## src/rtl/regdump_ctrl_pkg.sv

```systemverilog
// Shared definitions for the register-monitor dump sequencer and the
// monitor transmitter side: FSM state encodings, default header byte and
// counter widths.
package regdump_ctrl_pkg;

   typedef enum logic [2:0] {
      ST_IDLE  = 3'd0,
      ST_HDR   = 3'd1,
      ST_LATCH = 3'd2,
      ST_SEND  = 3'd3,
      ST_DONE  = 3'd4
   } state_t;

   localparam logic [7:0] HDR_BYTE_DFLT = 8'hA5;

   // Register index width (32 architectural registers).
   localparam int IDX_W  = 5;

   // Byte counter within one 32-bit word (4 bytes).
   localparam int BCNT_W = 2;
   localparam logic [BCNT_W-1:0] BCNT_LAST = '1;

endpackage

```

## src/rtl/regdump_ctrl.sv

```systemverilog
// Register-monitor dump sequencer.
// On a start pulse, walks the regfile debug port from r0 to r[LAST_REG],
// snapshots each 32-bit word and streams it MSB byte first over a
// valid/ready byte link, optionally preceded by a header byte.
//
// Ports
//   clk       system clock, all state on the rising edge
//   reset_n   synchronous active-low reset
//   start     dump request, only honoured in IDLE
//   busy      high whenever the sequencer is not IDLE
//   done      one-cycle pulse after the final byte is accepted
//   dbg_ra    registered regfile debug read address
//   dbg_rd    combinational regfile debug read data
//   tx_data   byte to the monitor transmitter
//   tx_valid  tx_data is valid
//   tx_ready  transmitter accepts when tx_valid && tx_ready at the clock edge
//
// state  | meaning
// -------+----------------------------------------------------------
// IDLE   | waiting for start
// HDR    | presenting the header byte
// LATCH  | snapshot dbg_rd for register idx (dbg_ra already == idx)
// SEND   | presenting shreg[31:24], four bytes per word
// DONE   | single-cycle completion pulse
module regdump_ctrl
   import regdump_ctrl_pkg::*;
#(
   parameter int unsigned LAST_REG = 31,
   parameter bit          HDR_EN   = 1'b1,
   parameter logic [7:0]  HDR_BYTE = HDR_BYTE_DFLT
) (
   input  logic             clk,
   input  logic             reset_n,
   input  logic             start,
   output logic             busy,
   output logic             done,
   output logic [IDX_W-1:0] dbg_ra,
   input  logic [31:0]      dbg_rd,
   output logic [7:0]       tx_data,
   output logic             tx_valid,
   input  logic             tx_ready
);

   localparam logic [IDX_W-1:0] LAST_IDX = IDX_W'(LAST_REG);

   state_t            state;
   logic [IDX_W-1:0]  idx;
   logic [31:0]       shreg;
   logic [BCNT_W-1:0] bcnt;

   // tx_data/tx_valid are registered alongside the state so they always equal
   // the decode of (state, shreg): HDR -> HDR_BYTE, SEND -> shreg[31:24].
   always_ff @(posedge clk) begin
      if (!reset_n) begin
         state    <= ST_IDLE;
         idx      <= '0;
         dbg_ra   <= '0;
         shreg    <= '0;
         bcnt     <= '0;
         tx_valid <= 1'b0;
         tx_data  <= '0;
         busy     <= 1'b0;
         done     <= 1'b0;
      end else begin
         done <= 1'b0;
         case (state)
            ST_IDLE: begin
               if (start) begin
                  idx    <= '0;
                  dbg_ra <= '0;
                  busy   <= 1'b1;
                  if (HDR_EN) begin
                     state    <= ST_HDR;
                     tx_valid <= 1'b1;
                     tx_data  <= HDR_BYTE;
                  end else begin
                     state <= ST_LATCH;
                  end
               end
            end

            ST_HDR: begin
               if (tx_ready) begin
                  state    <= ST_LATCH;
                  tx_valid <= 1'b0;
                  tx_data  <= '0;
               end
            end

            ST_LATCH: begin
               // All four bytes of the word come from this single sample.
               shreg    <= dbg_rd;
               bcnt     <= '0;
               state    <= ST_SEND;
               tx_valid <= 1'b1;
               tx_data  <= dbg_rd[31:24];
            end

            ST_SEND: begin
               if (tx_ready) begin
                  shreg   <= shreg << 8;
                  bcnt    <= bcnt + 1'b1;
                  tx_data <= shreg[23:16];
                  if (bcnt == BCNT_LAST) begin
                     tx_valid <= 1'b0;
                     tx_data  <= '0;
                     // Terminal compare before increment keeps idx from
                     // wrapping when LAST_REG is 31.
                     if (idx == LAST_IDX) begin
                        state <= ST_DONE;
                        done  <= 1'b1;
                     end else begin
                        idx    <= idx + 1'b1;
                        dbg_ra <= idx + 1'b1;
                        state  <= ST_LATCH;
                     end
                  end
               end
            end

            ST_DONE: begin
               state <= ST_IDLE;
               busy  <= 1'b0;
            end

            default: begin
               state    <= ST_IDLE;
               busy     <= 1'b0;
               tx_valid <= 1'b0;
               tx_data  <= '0;
            end
         endcase
      end
   end

endmodule

```

## config.mk

```make
export PLATFORM = sky130hd
export DESIGN_NAME = regdump_ctrl
export DESIGN_NICKNAME = d
export VERILOG_FILES = /design/src/rtl/regdump_ctrl_pkg.sv /design/src/rtl/regdump_ctrl.sv
export SDC_FILE = /design/constraint.sdc
export NUM_CORES = 1
export LEC_CHECK = 0
export BUFFER_PORTS_ARGS = -buffer_cell sky130_fd_sc_hd__buf_2
export CAP_MARGIN = 10
export CORE_ASPECT_RATIO = 0.5
export CORE_UTILIZATION = 52
export DETAILED_ROUTE_END_ITERATION = 8
export PLACE_DENSITY = 0.83
export SYNTH_ARGS = -nofsm -noshare
export SYNTH_HDL_FRONTEND = slang
export SYNTH_SLANG_ARGS = --single-unit
```

## constraint.sdc

```tcl
create_clock -name clk -period 1.95 [get_ports clk]
set_clock_uncertainty 0.15 [all_clocks]
set_input_delay 0.39 -clock clk [delete_from_list [all_inputs] [get_ports clk]]
set_output_delay 0.39 -clock clk [all_outputs]
set_load 0.01 [all_outputs]
```

# --- After elaboration in Yosys (flattened, before gate mapping) ---
# Index checks and enable logic that the tools add are counted.
word_totals:
  reg_bits: 45
  latch_bits: 0
  ramBits: 0
  romBits: 0
  inputBits: 36
  out_inout_bits: 16
  elab_cells: 61
  n_memories: 0
classes:
  addsub: 2
  multipliers: 0
  div_mod_pow: 0
  order_cmp: 0
  eq_ne: 11
  n_shift: 0
  n_mux: 27
  n_bitwise: 2
  n_reduce_logical: 11
op_table:
  columns: ["cell", "n"]
  rows:
  - ["case mux 24 bit (2 select lines)", 1]
  - ["case mux 8 bit (5 select lines)", 1]
  - ["two-way mux 8 bit", 4]
  - ["two-way mux 24 bit", 1]
  - ["two-way mux 5 bit", 4]
  - ["two-way mux 3 bit", 5]
  - ["case mux 3 bit (4 select lines)", 1]
  - ["AND reduction 4 bit", 3]
  - ["!= test 2 bit, second input constant", 5]
  - ["case mux 5 bit (2 select lines)", 1]
  - ["AND reduction 5 bit", 2]
  - ["== test 3 x 2 -> 1 bit, second input constant", 2]
  - ["adder 5 x 1 -> 5 bit, second input constant", 1]
  - ["== test 5 bit, second input constant", 1]
  - ["two-way mux 1 bit", 5]
  - ["case mux 1 bit (5 select lines)", 1]
  - ["case mux 2 bit (2 select lines)", 1]
  - ["AND reduction 2 bit", 2]
  - ["nonzero test 2 bit", 2]
  - ["== test 3 x 1 -> 1 bit, second input constant", 1]
  - ["== test 3 bit, second input constant", 1]
  - ["zero test 3 bit", 1]
  - ["OR reduction 3 bit", 1]
  - ["adder 2 x 1 -> 2 bit, second input constant", 1]
  - ["4 further kinds", 5]

# --- Depth between registers and ports, before layout ---
depth:
  ltp_word: 5
  depth_mapped: 7
  ltp_nobuf: 6

# --- Worst setup path after synthesis ---
# Ideal clock, no wire load.
synth_timing:
  path_type: "register to register"
  start: "register idx[0]"
  end: "register idx[3]"
  setup_time_ns: 0.070
  arrival_time_ns: 1.647
  required_ns: 1.730
  slack_ns: 0.083
  path_stages_with_launch: 7
  path_buffers: 0
  synth_period_minus_slack_ns: 1.867
  path_cell_list: "dfxtp_1 -> ha_1 -> and3_1 -> ha_1 -> nor3_4 -> or3b_1 -> a21boi_1"
synth_between:
  elab_chain_len: 5
  word_cells_on_any_way: 8
  cone_classes: "add/sub (1); eq/ne (2); mux (4); reduce/logical (1)"
synth_lines:
  columns: ["element", "line_no", "source"]
  rows:
  - ["start, declared", "regdump_ctrl.sv:47", "logic [IDX_W-1:0] idx;"]
  - ["start signal, assigned", "regdump_ctrl.sv:113", "idx <= idx + 1'b1;"]
  - ["adder 5 x 1 -> 5 bit", "regdump_ctrl.sv:113", null]
  - ["two-way mux 5 bit", "regdump_ctrl.sv:109", "if (idx == LAST_IDX) begin"]
  - ["two-way mux 5 bit", "regdump_ctrl.sv:104", "if (bcnt == BCNT_LAST) begin"]
  - ["two-way mux 5 bit", "regdump_ctrl.sv:100", "if (tx_ready) begin"]
  - ["case mux 5 bit (2 select lines)", "regdump_ctrl.sv:66", "case (state)"]
# Parallel ways exist; a longest one is shown, timed or not. The select of a mux whose other input is x is not followed.
# A chain may end at the register's enable or synchronous reset.

# --- Final worst setup path ---
# Ends and elaborated chain as after synthesis.

==> impl_metrics.csv <==
group,metric,value,unit
timing,setup_viol,0,
min_path,hp-class,"input port to flip-flop",
clock_tree,clk_pin_slew,0.08,ns
power,p_leak,1.06,nW
floorplanning,die_y,46.9,um
detailed_routing,ant_nets,0,
final_layout,final_common_cell,"buf_2",
global_routing,grt_pass1_vias,1737,
final_layout,layout.nets,334,
placement,dp_hpwl,3.16,mm
synthesis,synth_nets,288,
final_layout,mostFrequentLayoutCells,"51 x buf_2, 44 x nand2_1, 43 x dfxtp_1, 24 x nor2b_1, 17 x o21ai_0",
worst_setup_path,critPathArrivalTime,1.95,ns
floorplanning,io_pins,52,
global_routing,grt_max_degree,37,
timing,worst_slew_pin_slew,0.473,ns
worst_setup_path,end_kind,"flip-flop",
worst_setup_path,cp_slowest_cell,"or3b_1",
synthesis,postSynthAreaPerCell,8.41,sq um
clock_tree,clock-root-buffer,"clkbuf_8",
global_routing,grt_pass1_wl,7.71,mm
timing,finalHoldViolations,0,
synthesis,yosysSeqAreaShare,43.0,%
detailed_routing,wl_per_cell,13.0,um
timing,drv_slew,0,
timing,slew-limit-headroom,68.2,%
min_path,whs_path_depth,3,
status,outcome,"finished clean",
timing,hold_slack,0.191,ns
power,power_density,801,mW/mm^2
floorplanning,row_count,15,
global_routing,grtUsageTotal,22.8,%
worst_setup_path,cp_common_cell,"ha_2",
floorplanning,die-width,91.8,um
global_routing,antenna_found_initial,0,
final_layout,num_antenna_cells,0,
floorplanning,die_area,0.00430,sq mm
global_routing,grt_overflow,0,
timing,maxClockFrequency,535,MHz
detailed_routing,routed_wl,4.52,mm
clock_tree,clock_path_buffers,2,
clock_tree,htreeDepth,2,
clock_tree,clk_latency,0.29,ns
worst_setup_path,r2r_cells,6,
floorplanning,start_util,57.5,%
synthesis,ys_types,35,
placement,postPlaceCellArea,0.00237,sq mm
worst_setup_path,cp_max_fo,5,
placement,gp_congestion,0.811,
floorplanning,core,0.00364,sq mm
detailed_routing,route.detailed.drc,0,
detailed_routing,vias_per_cell,5.55,
worst_setup_path,crit_chain,"ha_2, and3_1, ha_2, nor3_4, or3b_1, a21boi_1",
worst_setup_path,crit_type,"flip-flop to flip-flop",
clock_tree,cts_hold_repair.buffers,0,
timing,fin_crit,1.87,ns
final_layout,drive_above_1_share,25.0,%
synthesis,synthCells,249,
placement,portBuffers,51,
power,ir_drop,0.628,mV
synthesis,syn-cell-area,0.00209,sq mm
detailed_routing,drtIter0Drc,53,
final_layout,area_growth,19.1,%
worst_setup_path,critPathLaunchType,"flip-flop",
job,maxCapViolations,0,
detailed_routing,first_pass_iters,4,
final_layout,design_area,0.00249,sq mm
worst_setup_path,max_stage_delay,0.37,ns
synthesis,synth.ff_latch_count,45,
clock_tree,cts_made_buffers,5,
detailed_routing,vias,1925,
timing,timing.final.crit_share,95.9,%
synthesis,yosysWarnings,0,
clock_tree,cts_tree,"built",
worst_setup_path,critical_path_required,2.03,ns
final_layout,n_fill_cell,316,
timing,rsz0062_at_grt,"false",
clock_tree,cts.sinks,45,
==> kinds of logic (layout without fill, tap and decap cells) <==
kind of cell / Yosys count / after routing / share of synthesized area, %
and+or+nand+nor: 102 / 102 / 26.2
AOI/OAI and AO/OA: 75 / 75 / 22.7
DFF: 45 / 45 / 43.0
buffers and inverters: 24 / 71 / 6.27
adders and majority gates: 3 / 3 / 1.79
==> power by group <==
part           total [mW]  switching (mW)  internal, mW
combinational       0.268           0.143         0.126
sequential           1.00          0.0354         0.969
clock               0.724           0.306         0.418
total                2.00           0.484          1.51
==> cell type report <==
| class | instances | area [sq um] | share of cell area (%) |
|---|---|---|---|
| Clock inverter | 1 | 30.0 | 1.20 |
| Inverter | 4 | 15.0 | 0.602 |
| Clock buffer | 7 | 86.3 | 3.46 |
| Timing Repair Buffer | 59 | 328 | 13.1 |
| Multi-Input combinational cell | 180 | 1070 | 42.8 |
| Tap cell | 51 | 63.8 | 2.56 |
| Sequential cell | 45 | 903 | 36.2 |
==> Yosys cell counts <==
| master | number | area share (%) |
|---|---|---|
| a211oi_1 | 1 | 0.36 |
| a21boi_1 | 2 | 0.72 |
| a21oi_1 | 7 | 1.7 |
| a22o_1 | 1 | 0.42 |
| a22oi_1 | 16 | 5.7 |
| a31oi_1 | 16 | 4.8 |
| a32oi_1 | 1 | 0.42 |
| and2_1 | 1 | 0.30 |
| and3_1 | 1 | 0.30 |
| and3b_1 | 2 | 0.84 |
| buf_2 | 6 | 1.4 |
| buf_4 | 3 | 1.1 |
| buf_6 | 3 | 1.6 |
| clkbuf_1 | 8 | 1.4 |
| dfxtp_1 | 45 | 43 |
| ha_1 | 3 | 1.8 |
| inv_1 | 4 | 0.72 |
| nand2_1 | 44 | 7.9 |
| nand2b_1 | 5 | 1.5 |
| nand3_1 | 7 | 1.7 |
| nand3b_1 | 4 | 1.4 |
| nand3b_4 | 1 | 0.96 |
| nor2_1 | 6 | 1.1 |
| nor2b_1 | 24 | 7.2 |
| nor3_1 | 2 | 0.48 |
| nor3_4 | 1 | 0.78 |
| nor3b_1 | 1 | 0.36 |
| nor3b_2 | 1 | 0.60 |
| o21ai_0 | 17 | 4.1 |
| o21ai_1 | 4 | 0.96 |
| o21bai_1 | 1 | 0.36 |
| o22ai_1 | 8 | 2.4 |
| o31a_4 | 1 | 0.84 |
| or3b_1 | 1 | 0.42 |
| or4b_1 | 1 | 0.48 |
==> final timing paths <==
kind | slack [ns] | end | startpoint
hold / removal | 0.19 | shreg[10]$_SDFFE_PN0P_ | dbg_rd[10]
setup / recovery | 0.08 | idx[3]$_SDFFE_PN0P_ | idx[0]$_SDFFE_PN0P_
setup reg to reg | 0.08 | idx[3]$_SDFFE_PN0P_ | idx[0]$_SDFFE_PN0P_
hold reg to reg | 0.32 | shreg[17]$_SDFFE_PN0P_ | shreg[9]$_SDFFE_PN0P_
==> routing by layer <==
layer / vias to the layer above / part of all wire, % / track usage [%]
li1: 969 / - / -
met1: 915 / 50 / 28.9
met2: 37 / 46 / 41.1
met3: 4 / 4.2 / 5.18
met4: 0 / 0.51 / 6.25
met5: - / 0 / 0
==> critical path: cells and delay by family, from the launching register on <==
| kind | cells | cell delay [ns] |
|---|---|---|
| simple gates | 3 | 0.75 |
| fa+ha+maj | 2 | 0.41 |
| flops | 1 | 0.35 |
| compound gates | 1 | 0.15 |
==> timing repair <==
| item | CTS | global route |
|---|---|---|
| setup endpoints to repair | 1 | 6 |
| pin swaps | 0 | 1 |
| resized for setup | 1 | 3 |
| setup buffers | 0 | 0 |
==> state kept, by name, summed over array words and instances, names as in the netlist <==
| signal | flops |
|---|---|
| idx | 5 |
| tx_valid | 1 |
| tx_data | 8 |
| done | 1 |
| busy | 1 |
| state | 3 |
| shreg | 24 |
| bcnt | 2 |
==> metrics by stage <==
step	worst slack [ns]	util, %	TNS, ns	std cells	power [mW]
2_1_floorplan	0.0830	-	0	249	1.20
3_3_place_gp	0.0861	65.1	0	339	1.28
3_5_place_dp	-0.0206	65.1	-0.0206	339	1.29
4_1_cts	0.00237	68.4	0	347	2.00
5_1_grt	0.00816	68.5	0	347	2.08
6_report	0.0805	68.5	0	347	2.00
(Power assumes the default switching activity.)
